## src/rtl/regfile_write_arbiter.sv

```systemverilog
// Two-source writeback arbiter for the register file: 1-entry buffers, round-robin grant with
// same-destination ordering, registered write port. Optional Busy scoreboard: `REGARB_BUSY_EN.
module regfile_write_arbiter #(
   parameter int DATA_W = 16,
   parameter int REG_AW = 3
) (
   input  logic                   Clk,
   input  logic                   Reset,
   input  logic                   A_Valid,
   output logic                   A_Ready,
   input  logic [REG_AW-1:0]      A_DR,
   input  logic [DATA_W-1:0]      A_Data,
   input  logic                   B_Valid,
   output logic                   B_Ready,
   input  logic [REG_AW-1:0]      B_DR,
   input  logic [DATA_W-1:0]      B_Data,
   output logic                   Ld_REG,
   output logic [REG_AW-1:0]      DR,
   output logic [DATA_W-1:0]      Data,
   output logic                   Grant_B,
   output logic [2**REG_AW-1:0]   Busy
);

   localparam int NREG = 2**REG_AW;

   logic              a_full_q, a_full_d;
   logic [REG_AW-1:0] a_dr_q, a_dr_d;
   logic [DATA_W-1:0] a_data_q, a_data_d;
   logic              b_full_q, b_full_d;
   logic [REG_AW-1:0] b_dr_q, b_dr_d;
   logic [DATA_W-1:0] b_data_q, b_data_d;
   logic              rr_b_q, rr_b_d;
   logic              age_b_q, age_b_d;
   logic              ld_reg_q, ld_reg_d;
   logic [REG_AW-1:0] dr_q, dr_d;
   logic [DATA_W-1:0] data_q, data_d;
   logic              grant_b_q, grant_b_d;

   logic acc_a, acc_b;
   logic grant_a, grant_b;

   assign acc_a = A_Valid & ~a_full_q;
   assign acc_b = B_Valid & ~b_full_q;

   // Same destination must retire in arrival order, so the age bit overrides round-robin there.
   always_comb begin
      grant_a = 1'b0;
      grant_b = 1'b0;
      rr_b_d  = rr_b_q;
      if (a_full_q && b_full_q) begin
         if (a_dr_q != b_dr_q) begin
            grant_a = ~rr_b_q;
            grant_b = rr_b_q;
            rr_b_d  = ~rr_b_q;
         end else begin
            grant_a = ~age_b_q;
            grant_b = age_b_q;
         end
      end else begin
         grant_a = a_full_q;
         grant_b = b_full_q;
      end
   end

   always_comb begin
      a_full_d = a_full_q;
      a_dr_d   = a_dr_q;
      a_data_d = a_data_q;
      b_full_d = b_full_q;
      b_dr_d   = b_dr_q;
      b_data_d = b_data_q;
      age_b_d  = age_b_q;
      if (grant_a) a_full_d = 1'b0;
      if (grant_b) b_full_d = 1'b0;
      if (acc_a) begin
         a_full_d = 1'b1;
         a_dr_d   = A_DR;
         a_data_d = A_Data;
      end
      if (acc_b) begin
         b_full_d = 1'b1;
         b_dr_d   = B_DR;
         b_data_d = B_Data;
      end
      if (acc_a && acc_b)
         age_b_d = 1'b0;
      else if (acc_a && b_full_q)
         age_b_d = 1'b1;
      else if (acc_b && a_full_q)
         age_b_d = 1'b0;
   end

   // DR/Data hold their last value between writes; only Ld_REG qualifies them.
   always_comb begin
      ld_reg_d  = grant_a | grant_b;
      dr_d      = dr_q;
      data_d    = data_q;
      grant_b_d = grant_b_q;
      if (grant_a) begin
         dr_d      = a_dr_q;
         data_d    = a_data_q;
         grant_b_d = 1'b0;
      end else if (grant_b) begin
         dr_d      = b_dr_q;
         data_d    = b_data_q;
         grant_b_d = 1'b1;
      end
   end

   always_ff @(posedge Clk or negedge Reset) begin
      if (!Reset) begin
         a_full_q  <= 1'b0;
         a_dr_q    <= '0;
         a_data_q  <= '0;
         b_full_q  <= 1'b0;
         b_dr_q    <= '0;
         b_data_q  <= '0;
         rr_b_q    <= 1'b0;
         age_b_q   <= 1'b0;
         ld_reg_q  <= 1'b0;
         dr_q      <= '0;
         data_q    <= '0;
         grant_b_q <= 1'b0;
      end else begin
         a_full_q  <= a_full_d;
         a_dr_q    <= a_dr_d;
         a_data_q  <= a_data_d;
         b_full_q  <= b_full_d;
         b_dr_q    <= b_dr_d;
         b_data_q  <= b_data_d;
         rr_b_q    <= rr_b_d;
         age_b_q   <= age_b_d;
         ld_reg_q  <= ld_reg_d;
         dr_q      <= dr_d;
         data_q    <= data_d;
         grant_b_q <= grant_b_d;
      end
   end

   assign A_Ready = ~a_full_q;
   assign B_Ready = ~b_full_q;
   assign Ld_REG  = ld_reg_q;
   assign DR      = dr_q;
   assign Data    = data_q;
   assign Grant_B = grant_b_q;

`ifdef REGARB_BUSY_EN
   logic [NREG-1:0] busy_q, busy_d;

   // Built from next-state so Busy changes on the same edge as the buffers and Ld_REG.
   always_comb begin
      busy_d = '0;
      if (a_full_d) busy_d[a_dr_d] = 1'b1;
      if (b_full_d) busy_d[b_dr_d] = 1'b1;
      if (ld_reg_d) busy_d[dr_d]   = 1'b1;
   end

   always_ff @(posedge Clk or negedge Reset) begin
      if (!Reset) busy_q <= '0;
      else        busy_q <= busy_d;
   end

   assign Busy = busy_q;
`else
   assign Busy = {NREG{1'b0}};
`endif

endmodule

```

## config.mk

```make
export PLATFORM = sky130hd
export DESIGN_NAME = regfile_write_arbiter
export DESIGN_NICKNAME = d
export VERILOG_FILES = /design/src/rtl/regfile_write_arbiter.sv
export SDC_FILE = /design/constraint.sdc
export NUM_CORES = 1
export LEC_CHECK = 0
export ABC_AREA = 1
export BUFFER_PORTS_ARGS = -buffer_cell sky130_fd_sc_hd__buf_2
export CELL_PAD_IN_SITES_DETAIL_PLACEMENT = 0
export CELL_PAD_IN_SITES_GLOBAL_PLACEMENT = 1
export CORE_AREA = 3 3 103 105
export CTS_CLUSTER_SIZE = 14
export DETAILED_ROUTE_END_ITERATION = 10
export DIE_AREA = 0 0 106 108
export PLACE_DENSITY_LB_ADDON = 0.05
export RECOVER_POWER = 50
export REMOVE_ABC_BUFFERS = 1
export SLEW_MARGIN = 5
export SYNTH_ARGS = -nofsm -noshare
export SYNTH_HDL_FRONTEND = slang
export SYNTH_SLANG_ARGS = --single-unit
```

## constraint.sdc

```tcl
create_clock -name Clk -period 1.3 [get_ports Clk]
set_input_delay 0.065 -clock Clk [delete_from_list [all_inputs] [get_ports Clk]]
set_output_delay 0.065 -clock Clk [all_outputs]
set_load 0.02 [all_outputs]
```

Word-level counts from Yosys, hierarchy flattened
Index checks and enable logic that the tools add are counted.
{"block": "classes", "mul": 0, "magnitude_cmp": 0, "n_reduce_logical": 9, "n_eq_ne": 1, "n_shift": 0, "n_div": 0, "n_bitwise": 7, "muxes": 17, "addsub": 0}
{"cell": "16-bit 2-to-1 mux", "n": 2}
{"cell": "1-bit 2-to-1 mux", "n": 13}
{"cell": "3-bit 2-to-1 mux", "n": 2}
{"cell": "2-bit nonzero test", "n": 3}
{"cell": "1-bit logical AND", "n": 4}
{"cell": "1-bit NOT", "n": 4}
{"cell": "3-bit != test", "n": 1}
{"cell": "3-bit nonzero test", "n": 1}
{"cell": "1-bit AND", "n": 2}
{"cell": "2-bit AND reduction", "n": 1}
{"cell": "1-bit bitwise OR", "n": 1}
{"block": "word_totals", "mem_count": 0, "reg_bits": 63, "in_bits": 42, "latch_bits": 0, "word_cells": 46, "rom_bits": 0, "mem_bits_rw": 0}

Longest topological paths before layout
Gate-level depths: netlist of the first run.
{"block": "depth", "word_depth": 6, "mapped_depth": 11, "depth_no_buf": 10}

Worst setup path after synthesis of the first run
OpenSTA, ideal clock, no wires.
{"block": "synth_path", "kind": "register -> register", "start": "reg b_dr_q[1]", "end": "reg dr_q[0] (netlist: DR[0])", "arrival_time_ns": 1.136, "path_buffers": 1, "slack_ns": 0.046, "t_required_ns": 1.182, "stages_incl_launch_ff": 10, "setup_ns": 0.118, "cell_sequence": "dfrtp_1 xnor2_2 nand3_2 nand2_2 nand2_1 nand2_2 buf_6 nand3_1 nand3_1 nand2_1"}
{"block": "synth_via", "elab_chain_cells": 4}
{"element": "start: declaration", "line_no": "30", "rtl": "logic [REG_AW-1:0] b_dr_q, b_dr_d;"}
{"element": "start signal: assignment", "line_no": "129", "rtl": "b_dr_q <= b_dr_d;"}
{"element": "3-bit != test *", "line_no": "51", "rtl": "if (a_dr_q != b_dr_q) begin"}
{"element": "1-bit 2-to-1 mux", "line_no": "51"}
{"element": "1-bit 2-to-1 mux", "line_no": "50", "rtl": "if (a_full_q && b_full_q) begin"}
{"element": "3-bit 2-to-1 mux / 2-bit nonzero test (equally long branches)"}
{"element": "end signal: assignment", "line_no": "134", "rtl": "dr_q <= dr_d;"}
{"element": "end: declaration", "line_no": "35", "rtl": "logic [REG_AW-1:0] dr_q, dr_d;"}
Mark *: on every way between the ends. The rest lies on a longest branch, timed or not.
A chain may end at the register's enable or synchronous reset.

Final worst setup path of the first run
{"block": "layout_path", "start": "reg b_dr_q[2]", "end": "reg dr_q[2] (netlist: DR[2])"}
{"block": "layout_via", "elab_chain_cells": 4}
{"element": "3-bit != test", "line_no": "51"}
{"element": "1-bit 2-to-1 mux", "line_no": "51"}
{"element": "1-bit 2-to-1 mux", "line_no": "50"}
{"element": "3-bit 2-to-1 mux / 2-bit nonzero test (equally long branches)"}
Parallel ways exist; a longest one is shown, timed or not. The select of a mux whose other input is x is not followed.

==> results.toml, run 1 <==
[run_status]
status = "complete, but fails checks"
violated_checks = "setup timing"

[sta]
final-setup-viol-count = 20
timing_hold_violations_final = 0
worst_pin_slew_ns = 0.881
finalMaxSlewViolations = 0
slew-limit-headroom_pct = 41.3
layout_min_cycle_time_ns = 1.38
clock-skew-final_ns = 0.0154
worst_slack_ns = -0.0764
tns_ns = -1.09
rsz_0062_raised_after_global_routing = "yes"
fmaxAchievable_mhz = 727
final.period_utilization_pct = 106

[routing]
avgRoutedWirePerCell_um = 13.3
remaining_drc_errors = 0
postRouteWirelength_mm = 7.71
drt_pass1_iterations = 4
avgViaCountPerCell = 4.21
detail_route.iter0.violations = 81
detail-route-antenna-nets = 0
via_count = 2440

[finish]
num_antenna_cells = 0
drive_above_1_share_pct = 34.0
area_growth_pct = 45.7
finish.net_count = 484
layout.cells.most_common_list = "sky130_fd_sc_hd__nand2_1, sky130_fd_sc_hd__buf_2, sky130_fd_sc_hd__dfrtp_1"
mostFrequentLayoutCell = "sky130_fd_sc_hd__nand2_1"

[grt]
grt_overall_usage_pct = 14.7
overflow = 0
antenna_found_initial = 0
grt_max_degree = 64
first_global_vias = 2570
grt_first_pass_wirelength_mm = 13.1

[die]
die-area_mm2 = 0.0114
initial_utilization_pct = 29.1
ios = 73
core-area_mm2 = 0.00973
die-height_um = 108
row_count = 36
die_width_um = 106

[hold_path]
hold_path.class = "input pin to flip-flop"

[synth]
synthSimpleGateAreaFrac_pct = 23.5
post_synth.cell_area_avg_um2 = 8.88
largest_family_of_logic_cells_by_synthesized_area = "simple AND/OR/NAND/NOR gates"
synth-compound-area-share_pct = 4.99
portion_of_netlist_area_occupied_by_mux_cells_pct = 4.77
synth.cell_area_mm2 = 0.00283
synth_top_area_share_pct = 55.7
post_synth_num_cell_types = 20
synthXorXnorAreaFrac_pct = 0.883
synth_warnings = 0
synth_area_leader_cell = "sky130_fd_sc_hd__dfrtp_1"
synth_adder_area_share_pct = 0
ys_ff_latch = 63
postSynthCellCount = 319
synth_top_cells_by_area = "sky130_fd_sc_hd__dfrtp_1, sky130_fd_sc_hd__nand2_1, sky130_fd_sc_hd__nand3_1"
ys_seq_area_share_pct = 55.7

[clocking]
cts_htree_levels = 3
clk_root_buffer_cell = "sky130_fd_sc_hd__clkbuf_8"
clk_latency_ns = 0.34
tritoncts.num_buffers = 9
tritoncts_clock_tree = "yes"
clock_sinks = 63
clkSlewWorstSetupHoldPaths_ns = 0.08
cts_buffer_depth = 2

[flow_run]
cap_violations = 0

[setup_path]
crit_arrival_ns = 1.60
startpoint_type = "flip-flop"
critical_path_required_ns = 1.52
crit_path_max_fanout = 9
crit_type = "flip-flop to flip-flop"
element_type_at_the_critical_path_end = "flip-flop"

[power_and_ir_drop]
vdd_drop_max_mv = 0.736
power_per_cell_area_mw_per_mm2 = 2110
p_total_mw = 8.72
static-leakage-power_nw = 2.15

[placement]
finalWeightedCongestion = 0.705
numPortBuffers = 64
hpwlAfterDp_mm = 5.22
pre_cts_slack_ns = -0.102
## state kept, by name, summed over array words and instances, names as in the netlist
signal	cells
DR	3
Grant_B	1
Data	16
b_dr_q	3
b_data_q	16
age_b_q	1
a_data_q	16
Ld_REG	1
b_full_q	1
a_full_q	1
a_dr_q	3
rr_b_q	1
## report_power, final
group          switching [mW]  internal (mW)  leakage (nW)  total, mW
sequential              0.404           2.76         0.720       3.16
clock                   0.813          0.888        0.0956       1.70
combinational            2.23           1.63          1.34       3.86
## final cells by class
cell class | count | area (um2)
fill | 1020 | 5600
sequential | 63 | 1580
multi-input combinational | 206 | 1070
timing repair buffer | 130 | 990
tap | 133 | 166
clock buffer | 9 | 124
inverter | 32 | 120
clock inverter | 7 | 72.6
## worst max-delay path, stage by stage (launching register included)
cell and delay [ns]:
sky130_fd_sc_hd__dfrtp_1 0.39, sky130_fd_sc_hd__inv_1 0.07, sky130_fd_sc_hd__nand2_1 0.06, sky130_fd_sc_hd__nand2_2 0.07, sky130_fd_sc_hd__nand3_2 0.09, sky130_fd_sc_hd__nand2_2 0.10, sky130_fd_sc_hd__nand2_2 0.07, sky130_fd_sc_hd__nand2_4 0.09
sky130_fd_sc_hd__buf_12 0.13, sky130_fd_sc_hd__nand3_1 0.06, sky130_fd_sc_hd__nand3_1 0.07, sky130_fd_sc_hd__nand2_1 0.06
## metrics by stage
step                cells  hold slack (ns)  util [%]  instance area (um2)
floorplan             301           -0.231         -                 2690
global placement      525            0.117      35.7                 3470
detailed placement    525            0.115      35.7                 3470
CTS                   579          0.00162      41.8                 4070
global route          580           0.0126      42.4                 4130
finish                580           0.0200      42.4                 4130
## worst paths after layout
path / cells past startpoint / from / slack (ns) / end
setup / recovery: 11 / b_dr_q[2]$_DFFE_PN0P_ / -0.08 / DR[2]$_DFFE_PN0P_
hold / removal: 3 / A_DR[2] / 0.02 / a_dr_q[2]$_DFFE_PN0P_
setup reg to reg: 11 / b_dr_q[2]$_DFFE_PN0P_ / -0.08 / DR[2]$_DFFE_PN0P_
hold reg to reg: 2 / Data[10]$_DFFE_PN0P_ / 0.49 / Data[10]$_DFFE_PN0P_
max in group asynchronous: 3 / Reset / 0.17 / b_full_q$_DFFE_PN0P_
min in group asynchronous: 3 / Reset / 0.48 / a_data_q[6]$_DFFE_PN0P_
## cells by family after synthesis
kind of cell / Yosys count
compound gates: 28
xor+xnor: 2
buf+inv: 57
flops: 63
mux: 12
other cells: 1
simple gates: 156
## cells in the mapped netlist
| cell type | n |
|---|---|
| sky130_fd_sc_hd__clkbuf_1 | 2 |
| sky130_fd_sc_hd__nand2_2 | 3 |
| sky130_fd_sc_hd__clkinv_1 | 1 |
| sky130_fd_sc_hd__buf_4 | 12 |
| sky130_fd_sc_hd__nor2_1 | 27 |
| sky130_fd_sc_hd__o22ai_1 | 1 |
| sky130_fd_sc_hd__a21oi_1 | 27 |
| sky130_fd_sc_hd__buf_2 | 9 |
| sky130_fd_sc_hd__inv_2 | 1 |
| sky130_fd_sc_hd__inv_1 | 30 |
| sky130_fd_sc_hd__nand3_1 | 46 |
| sky130_fd_sc_hd__xor2_1 | 1 |
| sky130_fd_sc_hd__buf_6 | 2 |
| sky130_fd_sc_hd__conb_1 | 1 |
| sky130_fd_sc_hd__xnor2_2 | 1 |
| sky130_fd_sc_hd__dfrtp_1 | 63 |
| sky130_fd_sc_hd__nand3_2 | 2 |
| sky130_fd_sc_hd__nand2_1 | 77 |
| sky130_fd_sc_hd__nand4_1 | 1 |
| sky130_fd_sc_hd__mux2_2 | 12 |
## per-layer routing
metal | vias up | track usage (%) | part of all wire (%)
met5 | - | 0 | 0
met3 | 7 | 2.81 | 4.5
li1 | 1238 | - | -
met4 | 0 | 5.55 | 1.1
met1 | 1128 | 19.4 | 48
met2 | 67 | 24.1 | 46
## repair_timing
action,in CTS,in global routing
endpoints found under the hold margin,97,0
setup buffers,3,1
hold buffers,35,0
pin swaps,4,4
setup endpoints to repair,20,38
resized for setup,8,17
(Power assumes the default switching activity.)
==> run 2, diff against run 1 <==
BUFFER_PORTS_ARGS = -buffer_cell sky130_fd_sc_hd__buf_4   (was -buffer_cell sky130_fd_sc_hd__buf_2)
==> run 2 against run 1 <==
Compared with the run above:
- hold slack worse by 0.012 ns
- critical path type unchanged
- largest power group unchanged
- final cell count grew 0.34%
- die area did not move
- critical path depth fell by 2
- global-route usage down 0.39 points
- critical endpoint is now Data[15]$_DFFE_PN0P_
- core utilization rose by 2.4 points
- maximum frequency down 5.7%
- the flow still finishes with violations (setup timing)
- register-to-register slack got worse by 0.08 ns
- via count rose by 1.8%
- power grew 5.4%
- clock skew down 0.0066 ns
==> results.toml, run 2 (synthesis gave the netlist of run 1 again) <==
[sta]
finalMaxSlewViolations = 0
final-setup-viol-count = 21
layout_min_cycle_time_ns = 1.46
final.period_utilization_pct = 112
hold_slack_ns = 0.00792
rsz_0062_raised_after_global_routing = "yes"
clock-skew-final_ns = 0.00878
fmaxAchievable_mhz = 685
worst_slack_ns = -0.160
timing_hold_violations_final = 0
worst_pin_slew_ns = 1.01
slew-limit-headroom_pct = 32.8

[setup_path]
critical_path_s_top_delay_family = "simple AND/OR/NAND/NOR gates"
startpoint_type = "flip-flop"
worst_r2r_startpoint = "a_dr_q[1]$_DFFE_PN0P_"
crit_arrival_ns = 1.68
critical_path_required_ns = 1.52
cp_cell_sequence = "xnor2_2, nand3_2, nand2_2, nand2_2, nand2_4, buf_6, nand3_1, nand2_1, nand2_1"
cp_slowest_stage_delay_ns = 0.41
worst_r2r_endpoint = "Data[15]$_DFFE_PN0P_"
critPathBufInv = 1
reg2regPathDepth = 9
crit_slowest_cell = "sky130_fd_sc_hd__dfrtp_1"
rrSetupSlack_ns = -0.16
crit_type = "flip-flop to flip-flop"
element_type_at_the_critical_path_end = "flip-flop"
crit_path_max_fanout = 6

[die]
die_width_um = 106
initial_utilization_pct = 29.1
ios = 73
die-height_um = 108
die-area_mm2 = 0.0114
core-area_mm2 = 0.00973
row_count = 36

[power_and_ir_drop]
static-leakage-power_nw = 2.26
switchingPower_mw = 3.44
power_per_cell_area_mw_per_mm2 = 2110
internal-power_mw = 5.75
seqPwrFrac_pct = 34.1
power.share.combinational_pct = 45.7
vdd_drop_max_mv = 0.705
p_clk_share_pct = 20.3
p_sw_share_pct = 37.4

[flow_run]
cap_violations = 0

[finish]
layout.cells.most_common_list = "sky130_fd_sc_hd__buf_4, sky130_fd_sc_hd__nand2_1, sky130_fd_sc_hd__dfrtp_1"
num_antenna_cells = 0
area_growth_pct = 54.1
num-fill-cells = 1006
layout.cells.non_filler = 582
drive_above_1_share_pct = 33.6
finish.net_count = 487
final_core_utilization_pct = 44.9
mostFrequentLayoutCell = "sky130_fd_sc_hd__buf_4"

[routing]
avgViaCountPerCell = 4.27
detail-route-antenna-nets = 0
avgRoutedWirePerCell_um = 13.6
remaining_drc_errors = 0
via_count = 2485
drt_pass1_iterations = 6
postRouteWirelength_mm = 7.91
detail_route.iter0.violations = 90

[placement]
pre_cts_slack_ns = -0.141
numPortBuffers = 64
placedCellCount = 529
hpwlAfterDp_mm = 5.51
finalWeightedCongestion = 0.723

[grt]
first_global_vias = 2575
grtUsageMet1_pct = 18.7
overflow = 0
grt_overall_usage_pct = 14.3
grtUsageMet3_pct = 2.81
grt_use_met2_pct = 23.9
grt_max_degree = 33
grt_first_pass_wirelength_mm = 12.8
globalRoute.busiestLayer = "met2"
antenna_found_initial = 0

[hold_path]
timing.hold.worst_path_depth = 3
hold_path_end = "b_data_q[0]$_DFFE_PN0P_"
hold_path.class = "input pin to flip-flop"
timing.hold.worst.start = "B_Data[0]"

[clocking]
clk_root_buffer_cell = "sky130_fd_sc_hd__clkbuf_8"
cts_htree_levels = 3
tritoncts_clock_tree = "yes"
cts_buffer_depth = 2
clkSlewWorstSetupHoldPaths_ns = 0.07
tritoncts.num_buffers = 9
clk_latency_ns = 0.33
clock_sinks = 63

[run_status]
status = "complete, but fails checks"
violated_checks = "setup timing"
-- run 2: changes by cell type in the layout (fill, tap and decap cells not counted), moves of 4 or more --
cell,change
sky130_fd_sc_hd__nand3_1,-5
sky130_fd_sc_hd__buf_4,+64
sky130_fd_sc_hd__nand3_2,+4
sky130_fd_sc_hd__buf_2,-64
-- run 2: metal layers --
layer	routed length, um	vias to the layer above
met5	0	-
met4	82	0
met3	315	7
met2	3720	58
met1	3790	1177
li1	-	1243
-- run 2: power by group through the flow --
stage | clock [mW] | sequential (mW) | combinational [mW]
2_1_floorplan | 0 | 3.54 | 1.72
3_3_place_gp | 0 | 3.18 | 3.89
3_5_place_dp | 0 | 3.17 | 3.92
4_1_cts | 1.92 | 3.15 | 4.05
5_1_grt | 2.00 | 3.24 | 4.68
6_report | 1.86 | 3.13 | 4.20
-- run 2: worst register-to-register path, delay by kind of cell, from the launching register on --
kind,cells,cell delay (ns)
XOR/XNOR,1,0.21
flip-flops,1,0.41
buffers and inverters,1,0.14
AND/OR/NAND/NOR,7,0.58
-- run 2: final cells by class --
| type | instances | area [um2] | area share (%) |
|---|---|---|---|
| multi-input cells | 206 | 1100 | 25.3 |
| clock inverters | 4 | 70.1 | 1.61 |
| inverters | 32 | 124 | 2.84 |
| well taps | 133 | 166 | 3.81 |
| repair buffers | 133 | 1180 | 27.1 |
| flip-flops and latches | 63 | 1580 | 36.1 |
| clock buffers | 11 | 141 | 3.24 |
-- run 2: metrics by stage --
stage	instance area [um2]	setup TNS, ns	power (mW)
floorplan	2690	-24.68	5.26
global placement	3640	-1.50	7.07
detailed placement	3640	-2.03	7.09
CTS	4230	-2.37	9.11
global route	4360	-8.52	9.92
finish	4360	-2.75	9.20
-- run 2: how the worst max path moves through the flow --
stage | cells past startpoint | to | slack, ns | from
after floorplan | 4 | DR[0]$_DFFE_PN0P_ | -0.68 | a_full_q$_DFFE_PN0P_
after global placement | 7 | DR[1]$_DFFE_PN0P_ | -0.11 | b_dr_q[1]$_DFFE_PN0P_
after detailed placement | 7 | DR[1]$_DFFE_PN0P_ | -0.14 | b_dr_q[1]$_DFFE_PN0P_
after CTS | 7 | Data[0]$_DFFE_PN0P_ | -0.14 | b_dr_q[1]$_DFFE_PN0P_
after global routing | 9 | Data[15]$_DFFE_PN0P_ | -0.29 | a_dr_q[1]$_DFFE_PN0P_
final | 9 | Data[15]$_DFFE_PN0P_ | -0.16 | a_dr_q[1]$_DFFE_PN0P_
-- run 2: repair_timing --
| action | in CTS | in global routing |
|---|---|---|
| hold buffers | 36 | 0 |
| gates resized for setup | 5 | 23 |
| gates cloned | 0 | 1 |
| buffers inserted | 0 | 1 |
| endpoints found under the setup margin | 21 | 23 |
| hold endpoints to repair | 98 | 0 |
| pin swaps | 0 | 11 |
